$ cat config.mk
export PLATFORM = sky130hd
export DESIGN_NAME = md_audio_i2s_flat
export DESIGN_NICKNAME = d
export VERILOG_FILES = /design/src/rtl/md_audio_i2s_if.sv /design/src/rtl/md_audio_i2s.sv /design/src/flat_wrapper.sv
export SDC_FILE = /design/constraint.sdc
export NUM_CORES = 1
export LEC_CHECK = 0
export ABC_CLOCK_PERIOD_IN_PS = 3410
export CAP_MARGIN = 40
export CORE_MARGIN = 2
export CORE_UTILIZATION = 25
export DETAILED_ROUTE_END_ITERATION = 7
export GPL_TIMING_DRIVEN = 0
export HOLD_SLACK_MARGIN = 0.15
export PLACE_DENSITY = 0.52
export SETUP_SLACK_MARGIN = 0.5
export SLEW_MARGIN = 20
export SYNTH_ARGS = -nofsm -noshare
export SYNTH_HDL_FRONTEND = slang
export SYNTH_SLANG_ARGS = --single-unit
$ cat constraint.sdc
create_clock -name MCLK -period 3.41 [get_ports MCLK]
set_clock_uncertainty 0.2 [all_clocks]
set_input_delay 0.682 -clock MCLK [delete_from_list [all_inputs] [get_ports MCLK]]
set_output_delay 0.682 -clock MCLK [all_outputs]
set_load 0.05 [all_outputs]
$ cat src/rtl/md_audio_i2s_if.sv
// Audio sample inputs and I2S serial outputs of md_audio_i2s, grouped as one bus.
interface md_audio_i2s_if;
   logic [15:0] A_L;
   logic [15:0] A_R;
   logic        mute;
   logic        I2S_BCLK;
   logic        I2S_LRCK;
   logic        I2S_SDATA;
   logic        sample_stb;

   modport master (
      output A_L, A_R, mute,
      input  I2S_BCLK, I2S_LRCK, I2S_SDATA, sample_stb
   );

   modport slave (
      input  A_L, A_R, mute,
      output I2S_BCLK, I2S_LRCK, I2S_SDATA, sample_stb
   );
endinterface

$ cat src/rtl/md_audio_i2s.sv
// Decimates MCLK-rate stereo samples to one word pair per frame and serializes them as Philips I2S.
// Optional box-filter averaging over the frame is built when AUDIO_AVG_EN is defined.
module md_audio_i2s #(
   parameter int unsigned BCLK_HALF_LOG2 = 3
) (
   input  logic          MCLK,
   input  logic          SRES,
   md_audio_i2s_if.slave bus
);
   localparam int unsigned N  = BCLK_HALF_LOG2 + 7;
   localparam int unsigned DW = 16;
   localparam int unsigned SW = 5;

   logic [N-1:0]  cnt_q, cnt_d;
   logic [DW-1:0] word_l_q, word_l_d, word_r_q, word_r_d;
   logic          bclk_q, bclk_d, lrck_q, lrck_d;
   logic          sdata_q, sdata_d, stb_q, stb_d;
   logic          last_c;
   logic [SW-1:0] slot_c;
   logic [DW-1:0] tx_word_c;
   logic [DW-1:0] new_l_c, new_r_c;

`ifdef AUDIO_AVG_EN
   localparam int unsigned AW = DW + N;

   logic signed [AW-1:0] acc_l_q, acc_l_d, acc_r_q, acc_r_d;
   logic signed [AW-1:0] sum_l_c, sum_r_c;

   // Running frame sum; the final cycle's sample is folded in before the floor shift.
   always_comb begin
      sum_l_c = acc_l_q + AW'(signed'(bus.A_L));
      sum_r_c = acc_r_q + AW'(signed'(bus.A_R));
      acc_l_d = last_c ? '0 : sum_l_c;
      acc_r_d = last_c ? '0 : sum_r_c;
      new_l_c = DW'(sum_l_c >>> N);
      new_r_c = DW'(sum_r_c >>> N);
   end

   always_ff @(posedge MCLK or negedge SRES) begin
      if (!SRES) begin
         acc_l_q <= '0;
         acc_r_q <= '0;
      end else begin
         acc_l_q <= acc_l_d;
         acc_r_q <= acc_r_d;
      end
   end
`else
   // Point decimation: the frame's last sample becomes the word.
   always_comb begin
      new_l_c = bus.A_L;
      new_r_c = bus.A_R;
   end
`endif

   // Next-state: clocks and serial data are derived from the next count so every output is a flop.
   always_comb begin
      cnt_d     = cnt_q + N'(1);
      last_c    = (cnt_q == '1);
      bclk_d    = cnt_d[BCLK_HALF_LOG2];
      lrck_d    = cnt_d[N-1];
      stb_d     = last_c;
      slot_c    = cnt_d[N-2:BCLK_HALF_LOG2+1];
      tx_word_c = lrck_d ? word_r_q : word_l_q;
      sdata_d   = 1'b0;
      if ((slot_c >= SW'(1)) && (slot_c <= SW'(16))) begin
         sdata_d = tx_word_c[4'(SW'(16) - slot_c)];
      end
      word_l_d = word_l_q;
      word_r_d = word_r_q;
      if (last_c) begin
         word_l_d = bus.mute ? '0 : new_l_c;
         word_r_d = bus.mute ? '0 : new_r_c;
      end
   end

   always_ff @(posedge MCLK or negedge SRES) begin
      if (!SRES) begin
         cnt_q    <= '0;
         word_l_q <= '0;
         word_r_q <= '0;
         bclk_q   <= 1'b0;
         lrck_q   <= 1'b0;
         sdata_q  <= 1'b0;
         stb_q    <= 1'b0;
      end else begin
         cnt_q    <= cnt_d;
         word_l_q <= word_l_d;
         word_r_q <= word_r_d;
         bclk_q   <= bclk_d;
         lrck_q   <= lrck_d;
         sdata_q  <= sdata_d;
         stb_q    <= stb_d;
      end
   end

   assign bus.I2S_BCLK   = bclk_q;
   assign bus.I2S_LRCK   = lrck_q;
   assign bus.I2S_SDATA  = sdata_q;
   assign bus.sample_stb = stb_q;
endmodule

$ cat src/flat_wrapper.sv
// flat-port wrapper written by rule: the top's interface ports become plain ports
module md_audio_i2s_flat 
#(
   parameter int unsigned BCLK_HALF_LOG2 = 3
)
  (MCLK, SRES, bus_A_L, bus_A_R, bus_mute, bus_I2S_BCLK, bus_I2S_LRCK, bus_I2S_SDATA, bus_sample_stb);
  md_audio_i2s_if bus_i ();
  input  logic MCLK;
  input  logic SRES;
  input wire logic [$bits(bus_i.A_L)-1:0] bus_A_L;
  input wire logic [$bits(bus_i.A_R)-1:0] bus_A_R;
  input wire logic [$bits(bus_i.mute)-1:0] bus_mute;
  output wire logic [$bits(bus_i.I2S_BCLK)-1:0] bus_I2S_BCLK;
  output wire logic [$bits(bus_i.I2S_LRCK)-1:0] bus_I2S_LRCK;
  output wire logic [$bits(bus_i.I2S_SDATA)-1:0] bus_I2S_SDATA;
  output wire logic [$bits(bus_i.sample_stb)-1:0] bus_sample_stb;
  assign bus_i.A_L = bus_A_L;
  assign bus_i.A_R = bus_A_R;
  assign bus_i.mute = bus_mute;
  assign bus_I2S_BCLK = bus_i.I2S_BCLK;
  assign bus_I2S_LRCK = bus_i.I2S_LRCK;
  assign bus_I2S_SDATA = bus_i.I2S_SDATA;
  assign bus_sample_stb = bus_i.sample_stb;
  md_audio_i2s #(.BCLK_HALF_LOG2(BCLK_HALF_LOG2)) u_core (.MCLK(MCLK), .SRES(SRES), .bus(bus_i));
endmodule
# After elaboration in Yosys (flattened, before gate mapping)
# Index checks and enable logic that the tools add are counted.
word_totals:
  regBits: 46
  latch_bits: 0
  ram_bits: 0
  mem_bits_ro: 0
  in_bits: 35
  output_inout_bits: 4
  elab_cells: 20
  n_memories: 0
op_classes:
  n_addsub: 2
  n_mul: 0
  div_mod_pow: 0
  n_lt_le_gt_ge: 3
  eq_ne: 1
  shift: 0
  n_mux: 6
  bitwise_logic: 0
  n_reduce_logical: 1
op_table:
  columns: ["op", "n"]
  rows:
  - ["$mux W16", 3]
  - ["$add A10 B1 Y10 const B", 1]
  - ["$eq A10 B10 Y1 const B", 1]
  - ["$ge A5 B1 Y1 const B", 1]
  - ["$le A5 B5 Y1 const B", 1]
  - ["$lt A4 B5 Y1 const B", 1]
  - ["$bmux W1 S4", 1]
  - ["$sub A1 B4 Y4 const A", 1]
  - ["$mux W1", 2]
  - ["$logic_and A1 B1 Y1", 1]

# Longest topological paths before layout
# Gate-level depths: netlist of run 1.
logic_depth:
  ltp_word: 5
  mapped_depth: 13

# Worst setup path before layout of run 1
# OpenSTA, ideal clock, no wires.
synth_path:
  path_type: "reg2reg"
  from: "reg u_core.cnt_q[3]"
  to: "reg u_core.sdata_q (netlist: u_core.bus.I2S_SDATA)"
  setup_time_ns: 0.119
  arrival_time_ns: 3.156
  path_slack_ns: -0.065
  stages_incl_launch_ff: 13
  path_buffers: 3
  synth_period_minus_slack_ns: 3.475
  cell_sequence: "dfrtp_1 nand3_2 xor2_2 buf_6 inv_1 ha_1 buf_2 clkbuf_1 a211o_1 o311ai_0 a22oi_1 mux4_2 and2_1"
synth_between:
  elab_chain_cells: 5
synth_lines:
  columns: ["item", "line", "source"]
  rows:
  - ["start: declaration", "md_audio_i2s.sv:14", "logic [N-1:0] cnt_q, cnt_d;"]
  - ["start signal: assignment", "md_audio_i2s.sv:87", "cnt_q <= cnt_d;"]
  - ["$add A10 B1 Y10 (*)", "md_audio_i2s.sv:58", "cnt_d = cnt_q + N'(1);"]
  - ["named net u_core.cnt_d[4]", "md_audio_i2s.sv:14", null]
  - ["$sub A1 B4 Y4", "md_audio_i2s.sv:67", "sdata_d = tx_word_c[4'(SW'(16) - slot_c)];"]
  - ["$bmux W1 S4", "md_audio_i2s.sv:67", null]
  - ["$mux W1 (not written as such)", "md_audio_i2s.sv:67", null]
  - ["$mux W1 (*)", "md_audio_i2s.sv:66", "if ((slot_c >= SW'(1)) && (slot_c <= SW'(16))) begin"]
  - ["named net u_core.sdata_d", "md_audio_i2s.sv:17", "logic sdata_q, sdata_d, stb_q, stb_d;"]
  - ["end signal: assignment", "md_audio_i2s.sv:92", "sdata_q <= sdata_d;"]
  - ["end: declaration", "md_audio_i2s.sv:17", null]
# The timed path passes the listed nets; every way through them passes the cells marked *. The select of a mux whose other input is x is not followed.
# A chain may end at the register's enable or synchronous reset.

# Final worst setup path of run 1
layout_path:
  from: "reg u_core.cnt_q[0]"
  to: "reg u_core.sdata_q (netlist: u_core.bus.I2S_SDATA)"
# Same word-level chain as after synthesis.

==> summary.txt, run 1 <==
Route
  – Starting DRC count in detailed routing: slightly above 60
  – Detailed-route DRC error count: 0
  – Total detailed-routing wirelength: around 5700 um
  – Final routed wire length divided by cell count: 13.9 um
  – Post-route ant nets: 0
  – Ratio of routed vias to standard cells: about 4.5
  – Number of optimization iterations in the first detailed-route pass: 4
  – Via count of the routed design: between 1500 and 2000

Placement
  – Port buffer count: 38
  – Post-detailed-placement half-perimeter wirelength: 3990 um
  – Gpl congestion: ~0.8
  – Post-detailed-placement cell area: ~2900 um2

Worst setup path
  – Critical Path Fanout Max: 10
  – Data required, critical path: ~3400 ps
  – Worst Path Class, Setup: register to register
  – R2r setup slk: 400 ps
  – Startpoint type of the worst setup path: register
  – Data arrival time of the critical path: 3020 ps
  – Kind of capture point of the worst setup path: register

GRT
  – Global-route wire length before repair: between 9000 and 10000 um
  – Vias in the first global route: between 1500 and 2000
  – Pin count of the biggest net entering global routing: 31
  – Combined global-route utilization of all metal layers: 12.3%
  – Number of antenna violations at the first check in global routing: 0
  – Total congestion overflow after global routing: 0

Cells and area
  – Fill cell total of the finished layout: 930
  – Synthesis-to-layout area growth: 39.9%
  – Number of nets in the final layout: about 340
  – Fraction of final layout cells sized beyond drive strength 1: 17.9%
  – Antenna cells: 0
  – Cell area after layout: approximately 3200 um2

Power and ir drop
  – Sw frac: between 20% and 30%
  – Net load switching power: between 0.2 and 0.25 mW
  – Internal: 0.731 mW
  – Total Power Consumption: 0.954 mW
  – Power density cells: roughly 300 nW/um2
  – Flop pwr share: approximately 55%
  – Combinational fraction of design power: 7.5%
  – Static leakage: about 1.4 nW
  – Portion of total power attributed to the clock network: ~38%
  – Worst voltage drop across the vdd grid: between 150 and 200 uV

Logic synthesis
  – Post-synthesis instance total: 237
  – Share of the yosys chip area belonging to registers: about half
  – Yosys cell types: 32
  – Avg Inst Size Synth: about 9.5 um2
  – Net Count, Synth: 275
  – Area of the mapped netlist: about 2300 um2
  – Post-synthesis register bit count: 44
  – Number of warning messages in the yosys log: 0

Floorplanning
  – Full die area: around 10000 um2
  – Initial cell density of the core: around 26%
  – Chip width: 99.1 um
  – Number of placement rows: 34
  – Height of the die: slightly below 100 um
  – Area inside the core boundary: between 8000 and 9000 um2
  – I/O pin count: 39

STA
  – Number of hold violations in the final report: 0
  – Final period utilization: 88.2%
  – Max Clk Rate: ~330 MHz
  – Min cycle time layout: ~3000 ps
  – Final setup viols: 0
  – Transition time at the pin with the least slew margin: around 500 ps
  – Worst max-slew margin expressed relative to the limit: between 60% and 70%
  – Setup repair after global routing missed its margin: yes
  – Number of pins with negative max-slew slack in the final report: 0

Clocking
  – Source-to-sink clock delay at the later pin of the worst-skew pair: around 310 ps
  – CTS H-tree depth: 2
  – Number of clock sinks: 44
  – CTS clock-pin slew for the worst setup and hold paths: about 90 ps
  – CTS tree: built
  – Clock tree buffer depth: 2
  – TritonCTS Buffers: 5
  – Clock root buffer: sky130_fd_sc_hd__clkbuf_8

Hold path
  – Kind of path behind the tightest hold check: register to register

Flow run
  – Count of maximum capacitance violations: 0

Outcome
  – Result of the run: finished clean
placed cells by master, fill, tap and decap left out, types with 4 or more instances in the layout:
cell	n
sky130_fd_sc_hd__a211o_1	8
sky130_fd_sc_hd__dfrtp_2	5
sky130_fd_sc_hd__clkdlybuf4s50_1	37
sky130_fd_sc_hd__o21ai_0	33
sky130_fd_sc_hd__mux2i_1	4
sky130_fd_sc_hd__clkbuf_1	11
sky130_fd_sc_hd__clkbuf_8	6
sky130_fd_sc_hd__inv_1	4
sky130_fd_sc_hd__xnor2_1	6
sky130_fd_sc_hd__dfrtp_1	39
sky130_fd_sc_hd__buf_4	17
sky130_fd_sc_hd__nor2b_1	8
sky130_fd_sc_hd__nor2_1	8
sky130_fd_sc_hd__nand2b_1	32
sky130_fd_sc_hd__nand2_1	35
registers in the layout, summed over array words and instances, names as in the netlist:
| signal | count |
|---|---|
| u_core.bus.I2S_SDATA | 1 |
| u_core.cnt_q | 10 |
| u_core.bus.sample_stb | 1 |
| u_core.word_l_q | 16 |
| u_core.word_r_q | 16 |
cells in the mapped netlist:
library cell               instances  area, um2
sky130_fd_sc_hd__dfrtp_1          44       1100
sky130_fd_sc_hd__nand2_1          35        131
sky130_fd_sc_hd__o21ai_0          33        165
sky130_fd_sc_hd__nand2b_1         32        200
sky130_fd_sc_hd__clkbuf_1         12       45.0
sky130_fd_sc_hd__nor2_1            9       33.8
sky130_fd_sc_hd__a211o_1           8       70.1
sky130_fd_sc_hd__nor2b_1           8       50.1
sky130_fd_sc_hd__inv_1             6       22.5
sky130_fd_sc_hd__xnor2_1           6       52.6
sky130_fd_sc_hd__a211oi_1          4       30.0
sky130_fd_sc_hd__a22oi_1           4       30.0
sky130_fd_sc_hd__mux2i_1           4       40.0
sky130_fd_sc_hd__xor2_1            4       35.0
sky130_fd_sc_hd__ha_1              3       37.5
sky130_fd_sc_hd__o311ai_0          3       26.3
sky130_fd_sc_hd__a31oi_1           2       12.5
sky130_fd_sc_hd__and2_1            2       12.5
sky130_fd_sc_hd__buf_6             2       22.5
sky130_fd_sc_hd__nand3_1           2       10.0
sky130_fd_sc_hd__nand3_2           2       20.0
sky130_fd_sc_hd__nor3_1            2       10.0
sky130_fd_sc_hd__a21oi_1           1       5.00
sky130_fd_sc_hd__a31o_2            1       8.76
sky130_fd_sc_hd__and3_1            1       6.26
sky130_fd_sc_hd__buf_2             1       5.00
sky130_fd_sc_hd__mux4_2            1       22.5
sky130_fd_sc_hd__nand3b_1          1       7.51
sky130_fd_sc_hd__nand4_2           1       12.5
sky130_fd_sc_hd__nor3_2            1       10.0
sky130_fd_sc_hd__o311ai_1          1       8.76
sky130_fd_sc_hd__xor2_2            1       16.3
layout make-up:
cell class / count / area (um2) / area share [%]
sequential: 44 / 1110 / 35.0
multi-input combinational: 172 / 1160 / 36.6
tap: 108 / 135 / 4.27
inverter: 6 / 27.5 / 0.870
timing repair buffer: 57 / 533 / 16.9
clock inverter: 2 / 15.0 / 0.475
clock buffer: 6 / 82.6 / 2.61
buffer: 15 / 104 / 3.28
power groups by stage:
| stage | Clock, mW | Combinational, mW | Sequential, mW |
|---|---|---|---|
| 4_1_cts | 0.371 | 0.0739 | 0.521 |
| 2_1_floorplan | 0 | 0.0150 | 0.532 |
| 3_3_place_gp | 0 | 0.0703 | 0.532 |
| 3_5_place_dp | 0 | 0.0728 | 0.532 |
| 5_1_grt | 0.393 | 0.0795 | 0.521 |
| 6_report | 0.361 | 0.0713 | 0.521 |
stage by stage:
step                hold WS (ps)  instances  TNS (ps)  worst slack, ps  util [%]
floorplan                    186        237         0              386         -
global placement             262        383     -78.5            -78.5      32.6
detailed placement           272        384     -87.7            -87.7      32.8
CTS                          292        407         0              394      35.7
global route                 314        410         0              276      36.1
finish                       284        410         0              404      36.1
layer usage:
| metal | up-vias | global-route usage, % | share of wire, % |
|---|---|---|---|
| li1 | 928 | - | - |
| met1 | 856 | 16.5 | 48 |
| met2 | 38 | 19.7 | 46 |
| met3 | 12 | 2.32 | 3.6 |
| met4 | 0 | 4.74 | 2.3 |
| met5 | - | 0 | 0 |
kinds of logic (layout without fill, tap and decap cells):
kind of cell,after synthesis,count (layout),synth area share (%)
simple gates,96,96,22.3
fa+ha+maj,3,3,1.66
mux,5,5,2.77
flops,44,44,48.7
xor+xnor,11,11,4.59
compound gates,57,57,15.8
buf+inv,21,86,4.21
critical path, stage by stage (launching register included):
cell and delay, ps:
sky130_fd_sc_hd__dfrtp_2 450, sky130_fd_sc_hd__ha_4 180, sky130_fd_sc_hd__nand3_4 80, sky130_fd_sc_hd__xor2_4 160, sky130_fd_sc_hd__buf_6 130, sky130_fd_sc_hd__inv_6 50, sky130_fd_sc_hd__ha_4 230, sky130_fd_sc_hd__buf_8 140
sky130_fd_sc_hd__clkbuf_16 160, sky130_fd_sc_hd__a211o_1 270, sky130_fd_sc_hd__o311ai_2 90, sky130_fd_sc_hd__a22oi_2 120, sky130_fd_sc_hd__mux4_2 480, sky130_fd_sc_hd__and2_4 150
repair_timing:
| item | in CTS | in global routing |
|---|---|---|
| resized for setup | 12 | 4 |
| endpoints found under the setup margin | 1 | 1 |
| hold buffers | 1 | 0 |
| pin swaps | 6 | 3 |
| setup buffers | 14 | 3 |
| hold endpoints to repair | 14 | 0 |
worst paths after layout:
| check | from | endpoint | cells past startpoint |
|---|---|---|---|
| setup / recovery | u_core.cnt_q[0] | u_core.bus.I2S_SDATA | 13 |
| hold / removal | u_core.word_l_q[13] | u_core.word_l_q[13] | 2 |
| setup reg to reg | u_core.cnt_q[0] | u_core.bus.I2S_SDATA | 13 |
| hold reg to reg | u_core.word_l_q[13] | u_core.word_l_q[13] | 2 |
| max in group asynchronous | SRES | u_core.cnt_q[4] | 3 |
| min in group asynchronous | SRES | u_core.cnt_q[3] | 2 |
Note: power is estimated with default switching activity, not from simulation.
==> run 2: changes to the inputs <==
--- a/config.mk
+++ b/config.mk
@@ -5,14 +5,14 @@
 export SDC_FILE = /design/constraint.sdc
 export NUM_CORES = 1
 export LEC_CHECK = 0
-export ABC_CLOCK_PERIOD_IN_PS = 3410
+export ABC_CLOCK_PERIOD_IN_PS = 3900
 export CAP_MARGIN = 40
 export CORE_MARGIN = 2
 export CORE_UTILIZATION = 25
 export DETAILED_ROUTE_END_ITERATION = 7
 export GPL_TIMING_DRIVEN = 0
 export HOLD_SLACK_MARGIN = 0.15
-export PLACE_DENSITY = 0.52
+export PLACE_DENSITY = 0.51
 export SETUP_SLACK_MARGIN = 0.5
 export SLEW_MARGIN = 20
 export SYNTH_ARGS = -nofsm -noshare
==> constraint.sdc (replaced) <==
create_clock -name MCLK -period 3.9 [get_ports MCLK]
set_clock_uncertainty 0.2 [all_clocks]
set_input_delay 0.78 -clock MCLK [delete_from_list [all_inputs] [get_ports MCLK]]
set_output_delay 0.78 -clock MCLK [all_outputs]
set_load 0.05 [all_outputs]
==> summary.txt, run 2 (synthesized netlist as in run 1, its figures left out) <==
Cells and area
  – Antenna cells: 0
  – Fill cell total of the finished layout: approximately 910
  – Cell area after layout: approximately 3000 um2
  – Most common library cell in the layout ignoring fill and taps: sky130_fd_sc_hd__dfrtp_1
  – Synthesis-to-layout area growth: 33.8%
  – Fraction of final layout cells sized beyond drive strength 1: between 10% and 20%
  – Footprint of the multi-input gates: around 1100 um2
  – Register area: about 1100 um2
  – Number of nets in the final layout: 332
  – Post-route non-filler standard cell count: roughly 400
  – Commonest cells after routing, fill and taps aside: 40 x sky130_fd_sc_hd__dfrtp_1, 37 x sky130_fd_sc_hd__clkdlybuf4s50_1, 35 x sky130_fd_sc_hd__nand2_1, 33 x sky130_fd_sc_hd__o21ai_0, 32 x sky130_fd_sc_hd__nand2b_1
  – Largest registers in the final layout: u_core.word_l_q x16, u_core.word_r_q x16, u_core.cnt_q x10

Floorplanning
  – Number of placement rows: 34
  – Initial cell density of the core: 25.8%
  – Chip width: ~100 um
  – Height of the die: a little under 100 um
  – Area inside the core boundary: roughly 9000 um2
  – I/O pin count: 39
  – Full die area: ~9800 um2

Route
  – Ratio of routed vias to standard cells: ~4.5
  – Total detailed-routing wirelength: 5580 um
  – Final routed wire length divided by cell count: around 14 um
  – Starting DRC count in detailed routing: between 80 and 90
  – Via count of the routed design: around 1800
  – Number of optimization iterations in the first detailed-route pass: 4
  – Post-route ant nets: 0
  – Detailed-route DRC error count: 0

Placement
  – Post-detailed-placement cell area: about 2800 um2
  – Port buffer count: 38
  – Post-detailed-placement half-perimeter wirelength: a little under 4000 um
  – Gpl congestion: about 0.79
  – Total instance count after detailed placement: about 380

Clocking
  – CTS tree: built
  – Clock root buffer: sky130_fd_sc_hd__clkbuf_8
  – Number of clock sinks: 44
  – CTS H-tree depth: 2
  – CTS clock-pin slew for the worst setup and hold paths: ~80 ps
  – Clock tree buffer depth: 2
  – Source-to-sink clock delay at the later pin of the worst-skew pair: roughly 300 ps
  – TritonCTS Buffers: 5
  – Hold bufs inserted after CTS: 0

Worst setup path
  – Reg-to-reg critical path startpoint: u_core.cnt_q[1]
  – Data required, critical path: between 3000 and 4000 ps
  – Standard cell with the maximum stage delay on the critical path: sky130_fd_sc_hd__mux4_2
  – Cells along the critical path: ha_4 -> nand3_4 -> xor2_4 -> buf_6 -> clkinvlp_4 -> ha_4 -> buf_4 -> buf_4 -> a211o_1 -> o311ai_1 -> a22oi_1 -> mux4_2 -> and2_1
  – Data arrival time of the critical path: 3290 ps
  – Critical Path Fanout Max: 10
  – Startpoint type of the worst setup path: register
  – R2r setup slk: roughly 600 ps
  – Highest cell delay on the worst timing path: ~470 ps
  – Kind of capture point of the worst setup path: register
  – Worst Path Class, Setup: register to register
  – Cells on worst reg2reg path: 13
  – Capturing point of the worst reg2reg path: u_core.bus.I2S_SDATA

GRT
  – Combined global-route utilization of all metal layers: approximately an eighth
  – Pin count of the biggest net entering global routing: 31
  – Met3 Usage GRT: between 2 and 2.5%
  – Number of antenna violations at the first check in global routing: 0
  – Met2 usage in global routing: between 10% and 20%
  – Total congestion overflow after global routing: 0
  – Global-route wire length before repair: roughly 9200 um
  – Vias in the first global route: between 1500 and 2000
  – Met1 capacity usage during global routing: between 10% and 20%
  – GRT Max-Usage Layer: met2

STA
  – Min cycle time layout: around 3300 ps
  – Max Clk Rate: about 300 MHz
  – Final setup viols: 0
  – Number of hold violations in the final report: 0
  – Setup repair after global routing missed its margin: no
  – Final total negative setup slack: 0 ps
  – Worst max-slew margin expressed relative to the limit: 67.3%
  – Final period utilization: a little over four fifths
  – Number of pins with negative max-slew slack in the final report: 0
  – Transition time at the pin with the least slew margin: between 400 and 500 ps

Power and ir drop
  – Worst voltage drop across the vdd grid: 111 uV
  – Power density cells: 264 nW/um2
  – Static leakage: between 1 and 1.5 nW

Hold path
  – Kind of path behind the tightest hold check: input port to asynchronous set/reset pin

Flow run
  – Count of maximum capacitance violations: 0

Outcome
  – Result of the run: finished clean
## run 2: cell count changes in the layout (fill, tap and decap cells not counted), sizes merged
cell	previous run	this run
inv	6	5
dlygate4sd3	1	0
clkinv	0	1
clkbuf	18	16
buf	22	17
## run 2: timing repair
action                                  CTS  global route
endpoints found under the setup margin    1             1
pin swaps                                 1             4
gates resized for setup                  15             5
buffers inserted                          4             7
## run 2: worst max-delay path by stage
stage                     depth (start not counted)  slack [ps]             from              endpoint
after CTS                                        13         500  u_core.cnt_q[1]  u_core.bus.I2S_SDATA
after floorplan                                  13         520  u_core.cnt_q[0]  u_core.bus.I2S_SDATA
after global placement                           12        -250  u_core.cnt_q[0]  u_core.bus.I2S_SDATA
after detailed placement                         12        -280  u_core.cnt_q[0]  u_core.bus.I2S_SDATA
after global routing                             13         490  u_core.cnt_q[1]  u_core.bus.I2S_SDATA
final                                            13         600  u_core.cnt_q[1]  u_core.bus.I2S_SDATA
## run 2: layout make-up
class | count | share of cell area (%)
repair buffers | 50 | 15.8
inverters | 6 | 0.869
clock inverters | 2 | 0.414
clock buffers | 5 | 2.28
flip-flops and latches | 44 | 36.6
multi-input cells | 172 | 37.0
well taps | 108 | 4.47
plain buffers | 15 | 2.61
## run 2: stage by stage
stage               hold slack [ps]  util [%]  setup WS [ps]  power, mW
detailed placement              264      31.9           -282      0.529
CTS                             187      33.7            500      0.812
global placement                261      31.7           -245      0.527
finish                          180      34.5            600      0.800
global route                    201      34.5            491      0.838
floorplan                       242         -            519      0.478
## run 2: metal layers
| layer | vias up | wire (um) | part of all wire (%) |
|---|---|---|---|
| met1 | 851 | 2740 | 49 |
| met2 | 37 | 2510 | 45 |
| li1 | 909 | - | - |
| met4 | 0 | 112 | 2.0 |
| met5 | - | 0 | 0 |
| met3 | 9 | 211 | 3.8 |
## run 2: critical path, delay by kind of cell (launching register included)
family          cells  cell delay (ps)
compound gates      3              510
xor+xnor            1              170
fa+ha+maj           2              470
buf+inv             4              620
flops               1              440
mux                 1              470
simple gates        2              300
## run 2: power breakdown
group,switching [mW],internal [mW]
clock network,0.161,0.122
logic,0.0223,0.0397
registers,0,0.456
total,0.183,0.617
==> edit 1, RTL diff (config.mk and constraints of run 1) <==
The option `AUDIO_AVG_EN` is turned on by a define.
--- a/src/rtl/md_audio_i2s.sv
+++ b/src/rtl/md_audio_i2s.sv
@@ -1,5 +1,7 @@
 // Decimates MCLK-rate stereo samples to one word pair per frame and serializes them as Philips I2S.
 // Optional box-filter averaging over the frame is built when AUDIO_AVG_EN is defined.
+`define AUDIO_AVG_EN
+
 module md_audio_i2s #(
    parameter int unsigned BCLK_HALF_LOG2 = 3
 ) (
Formal check against the unedited RTL: same outputs for any inputs over 10 cycles, from zero or initial values; that may be too few to reach the edited logic, so the function may still have changed.
==> edit 1 against run 1 <==
Hold slack worse by 0.011 ns; global-route usage is 0.18 points higher; first-iteration DRC count grew to 3.5 times the old value; design area is 150% higher; sequential power grew to 3.2 times the old value; wire length grew to 2.6 times the old value; worst setup slack better by 0.18 ns; sequential cell count is 52 higher; utilization is 2.5 points lower; die area grew to 2.5 times the old value; power grew to 7.0 times the old value; largest power group is now combinational logic; area after synthesis grew to 2.6 times the old value.
==> edit 1: results (changes against run 1) <==
** Power
- The largest voltage drop on the vdd net is 0.317 mV (+100%).
- Leakage power of the design :: 3.52 nW (+160%)

** Critical path
- CP Max Fanout :: 4 (-6)
- Register-to-register setup slack :: 0.58 ns (+0.18 ns)
- The data arrival time of the critical path was 2.90 ns (-0.12 ns).
- Largest delay share family, worst path :: simple AND/OR/NAND/NOR gates
- The logic depth of the worst register-to-register path was 9 (-4).

** Global routing
- First-pass GRT wire length :: 24.3 mm (+160%)
- Via count of the first global-routing pass :: 4780 (+150%)
- Pin count of the biggest net entering global routing :: 60 (+94%)
- Global router's overall resource usage :: 0.125 (+0.00184)
- The met2 layer usage reported by global route is 0.202 (+0.00529).

** CTS
- The clock latency on the worst-skew pair is 0.35 ns (+0.04 ns).
- Cts bufs inserted :: 9 (+4)
- The register clock-pin slew on the reported worst setup and hold paths is 0.07 ns (-0.02 ns).
- The tree is rooted in a sky130_fd_sc_hd__clkbuf_16.
- The deepest level of the CTS H-tree is 3 (+1).

** Layout
- The largest registers in the layout are u_core.acc_l_q x26, u_core.acc_r_q x26.
- Fill count :: 2434 (+160%)

** Logic synthesis
- The post-synthesis net count is 716 (+160%).
- Leading post-synthesis cells by instance count :: 96 x sky130_fd_sc_hd__dfrtp_1, 68 x sky130_fd_sc_hd__nor2_1, 63 x sky130_fd_sc_hd__nand2_1
- Top cells by area in the synthesized netlist :: sky130_fd_sc_hd__dfrtp_1 40%, sky130_fd_sc_hd__ha_1 11%, sky130_fd_sc_hd__xnor2_1 5.0%, sky130_fd_sc_hd__nor2_1 4.3%, sky130_fd_sc_hd__o21ai_0 4.1%
- Seq/Total Area, Yosys :: 0.405 (-0.0821)
- Synth unique cells :: 50 (+56%)

** Drt
- The routed length per placed instance is 14.4 um (+3.9%).
- Average vias per placed instance :: 4.59 (+2.6%)
- Number of design-rule violations left by the first detailed-router iteration :: 212 (+250%)

** Status
- The run finished with clean final reports.

** Worst hold path
- The startpoint identified for the worst hold timing path is u_core.cnt_q[0].

** Placed design
- The pre-CTS worst setup slack came to -0.517 ns (-0.429 ns).
- Global placement routability congestion :: 0.790 (-1.5%)

** Timing
- The worst max-slew margin expressed relative to the limit was 0.599 (-0.0682).
- The highest achievable clock rate was 354 MHz (+6.3%).
-- edit 1: cell count changes after synthesis, moves of 19 or more --
cell	delta
sky130_fd_sc_hd__a21o_1	+22
sky130_fd_sc_hd__nor2_1	+59
sky130_fd_sc_hd__nand2_1	+28
sky130_fd_sc_hd__xnor2_1	+28
sky130_fd_sc_hd__dfrtp_1	+52
sky130_fd_sc_hd__nand2b_1	-29
sky130_fd_sc_hd__ha_1	+50
sky130_fd_sc_hd__a21oi_1	+33
sky130_fd_sc_hd__xor2_1	+19
-- edit 1: report_power, final --
group,internal [mW],leakage (nW),switching [mW],total (mW)
sequential,1.50,1.03,0.164,1.66
clock,0.540,0.144,0.460,1.00
combinational,1.86,2.34,2.15,4.01
-- edit 1: final cells by class --
class	count	share of cell area
Multi-Input combinational cell	494	0.515
Clock inverter	5	0.00477
Buffer	20	0.0105
Timing Repair Buffer	60	0.0743
Inverter	16	0.00763
Clock buffer	11	0.0321
Sequential cell	96	0.305
Tap cell	319	0.0507
-- edit 1: layer usage --
layer	wire length, um	share of wire
met1	7220	0.49
met2	6870	0.47
met3	421	0.029
met4	184	0.013
met5	0	0
-- edit 1: logic make-up (layout without fill, tap and decap cells) --
group                      count (synthesis)  after routing  synth area share
and+or+nand+nor                          187            187             0.138
buffers and inverters                     36            112            0.0234
adders and majority gates                 55             55             0.119
muxes                                     24             24            0.0449
xor gates and xnor gates                  58             58            0.0888
AOI/OAI and AO/OA                        170            170             0.182
DFF                                       96             96             0.405
-- edit 1: per-stage QoR --
step / hold slack, ns / instances / area [um^2]
detailed placement: 0.270 / 984 / 6800
floorplan: 0.186 / 626 / 5990
finish: 0.272 / 1021 / 7870
global placement: 0.261 / 983 / 6770
CTS: 0.281 / 1016 / 7460
global route: 0.304 / 1021 / 7870
-- edit 1: worst min path at each step --
stage,to,slack [ns],cells after the start
after floorplan,u_core.acc_l_q[0],0.19,0
after global placement,u_core.word_l_q[10],0.26,2
after detailed placement,u_core.word_r_q[9],0.27,2
after CTS,u_core.cnt_q[0],0.28,1
after global routing,u_core.cnt_q[0],0.30,1
final,u_core.cnt_q[0],0.27,1
-- edit 1: repair_timing --
action                                  CTS  global route
hold buffers                              1             0
hold endpoints to repair                 37             0
setup buffers                            15             5
pin swaps                                42            42
endpoints found under the setup margin   63            50
resized for setup                        72            76
==> edit 2, RTL diff (config.mk and constraints of run 1) <==
Made on the original files. `word_l_q` no longer has a reset.
--- a/src/rtl/md_audio_i2s.sv
+++ b/src/rtl/md_audio_i2s.sv
@@ -77,7 +77,6 @@
    always_ff @(posedge MCLK or negedge SRES) begin
       if (!SRES) begin
          cnt_q    <= '0;
-         word_l_q <= '0;
          word_r_q <= '0;
          bclk_q   <= 1'b0;
          lrck_q   <= 1'b0;
@@ -85,7 +84,6 @@
          stb_q    <= 1'b0;
       end else begin
          cnt_q    <= cnt_d;
-         word_l_q <= word_l_d;
          word_r_q <= word_r_d;
          bclk_q   <= bclk_d;
          lrck_q   <= lrck_d;
@@ -94,6 +92,10 @@
       end
    end
 
+   always_ff @(posedge MCLK) begin
+      word_l_q <= word_l_d;
+   end
+
    assign bus.I2S_BCLK   = bclk_q;
    assign bus.I2S_LRCK   = lrck_q;
    assign bus.I2S_SDATA  = sdata_q;
Behaviour: no difference found for any inputs over 10 cycles, from zero or initial values; that may be too few to reach the edited logic, so the function may still have changed.
==> edit 2 against run 1 <==
Die area shrank 3.4%; design area decreased by 5.7%; power is 2.9% lower; fmax is 0.56% lower; sequential cell count is the same; wire length fell by 18%; area after synthesis shrank 3.5%; via count fell by 13%; non-clock buffer count down 13; worst setup slack got worse by 0.017 ns; critical path type unchanged; critical endpoint unchanged; largest power group unchanged.
==> edit 2: results (changes against run 1) <==
** Status
- The flow ran to the end, and the final reports show no timing, DRC or antenna violations.

** Power
- Leakage power of the design :: 1.21 nW (-12%)
- The largest voltage drop on the vdd net was 0.149 mV (-4.9%).

** Drt
- The number of DRC markers after the initial detailed-route iteration came to 37 (-39%).
- Wire length per cell after detailed routing :: 12.8 um (-7.5%)
- Average vias per placed instance :: 4.38 (-2.1%)
- The count of nets left with antenna violations after detail routing is 0 (unchanged).

** Critical path
- The critical path starts at u_core.cnt_q[1].
- Among cell families on the critical path, the largest total delay comes from multiplexers.
- Worst Path Arrival :: 3.01 ns (about the same)
- The maximum net fanout on the critical path was 10 (unchanged).
- Startpoint of the worst-slack reg-to-reg timing path :: u_core.cnt_q[1]
- The worst setup path is captured at a register.
- The largest individual stage delay along the critical path comes from the cell sky130_fd_sc_hd__mux4_2.

** Logic synthesis
- Synth Net Count :: 239 (-13%)
- Post-synthesis xor/xnor area fraction :: 0.0476 (+0.00166)
- The post-synthesis compound-gate area fraction was 0.127 (-0.0310).
- Async set-or-reset flop fraction in the synthesized netlist :: 0.636 (-0.364)
- Leading post-synthesis cells by instance count :: 28 x sky130_fd_sc_hd__dfrtp_1, 24 x sky130_fd_sc_hd__nor2b_1, 19 x sky130_fd_sc_hd__nand2_1
- The multiplexer fraction of the synthesized cell area is 0.0287 (+0.00100).
- The count of cell types in the netlist was 34 (+6.3%).
- Seq/Total Area, Yosys :: 0.541 (+0.0543)
- Top cells by area in the synthesized netlist :: sky130_fd_sc_hd__dfrtp_1 32%, sky130_fd_sc_hd__edfxtp_1 22%, sky130_fd_sc_hd__nor2b_1 6.9%, sky130_fd_sc_hd__nand2b_1 4.6%, sky130_fd_sc_hd__o21ai_0 3.9%
- Number of enable flip-flop cells after synthesis :: 16 (+16)
- Adder-cell share of the synthesized area :: 0.0172 (+0.000600)
- The synthesis warning total came to 0 (unchanged).
- The synthesized instance count was 201 (-15%).

** CTS
- The deepest level of the CTS H-tree came to 2 (unchanged).
- The clock latency on the worst-skew pair is 0.29 ns (-0.02 ns).

** Global routing
- The overall fraction of global-route tracks in use was 0.0997 (-0.0231).
- The largest net degree at the start of global routing was 29 (-6.5%).
- The number of global-route vias before repair came to 1630 (-15%).
- The number of antenna violations at the first check in global routing is 0 (unchanged).
- The first-pass GRT wire length came to 7.63 mm (-20%).

** Placed design
- Global placement routability congestion :: 0.772 (-3.7%)
- The total cell area at the placement stage is 2780 um^2 (-3.3%).
- Number of cells in the design after placement :: 347 (-9.6%)
- The pre-CTS worst setup slack is -0.0189 ns (+0.0688 ns).
- Detailed Place HPWL :: 3.40 mm (-15%)

** Layout
- Number of cells in the finished layout apart from fillers :: 365 (-11%)
- The number of filler cells placed in the layout was 913 (-1.8%).
- The fraction of layout cells with a size suffix above 1 was 0.167 (-0.0115).
- The count of nets after finishing is 294 (-13%).
- The cell area after layout came to 2980 um^2 (-5.7%).

** Timing
- Worst-case headroom to the max-slew limit :: 0.592 (-0.0753)
- Worst hold margin :: 0.196 ns (-0.0876 ns)
- The minimum setup slack in the final design was 0.387 ns (-0.0170 ns).

** Worst hold path
- The tightest min-delay check is of the in2async type.
## edit 2: report_power, final
| group | switching [mW] | internal [mW] |
|---|---|---|
| clock network | 0.173 | 0.143 |
| registers | 0 | 0.548 |
| logic | 0.0197 | 0.0429 |
## edit 2: metal layers
| metal | vias to the layer above | GRT usage | part of all wire | routed length (um) |
|---|---|---|---|---|
| met1 | 755 | 0.127 | 0.46 | 2160 |
| met3 | 2 | 0.0273 | 0.038 | 179 |
| met5 | - | 0 | 0 | 0 |
| li1 | 810 | - | - | - |
| met2 | 32 | 0.170 | 0.50 | 2320 |
| met4 | 0 | 0.0224 | 0.0043 | 20 |
## edit 2: cell type report
class                   count  area share
plain buffers              11      0.0298
clock buffers               6      0.0243
clock inverters             2     0.00420
inverters                   6     0.00965
multi-input cells         140       0.337
flip-flops and latches     44       0.398
well taps                 108      0.0453
repair buffers             48       0.151
## edit 2: what timing repair did
item                                    4_1_cts  5_1_grt
pin swaps                                     5        2
resized for setup                            11        2
buffers inserted                              9        1
endpoints found under the setup margin        1       17
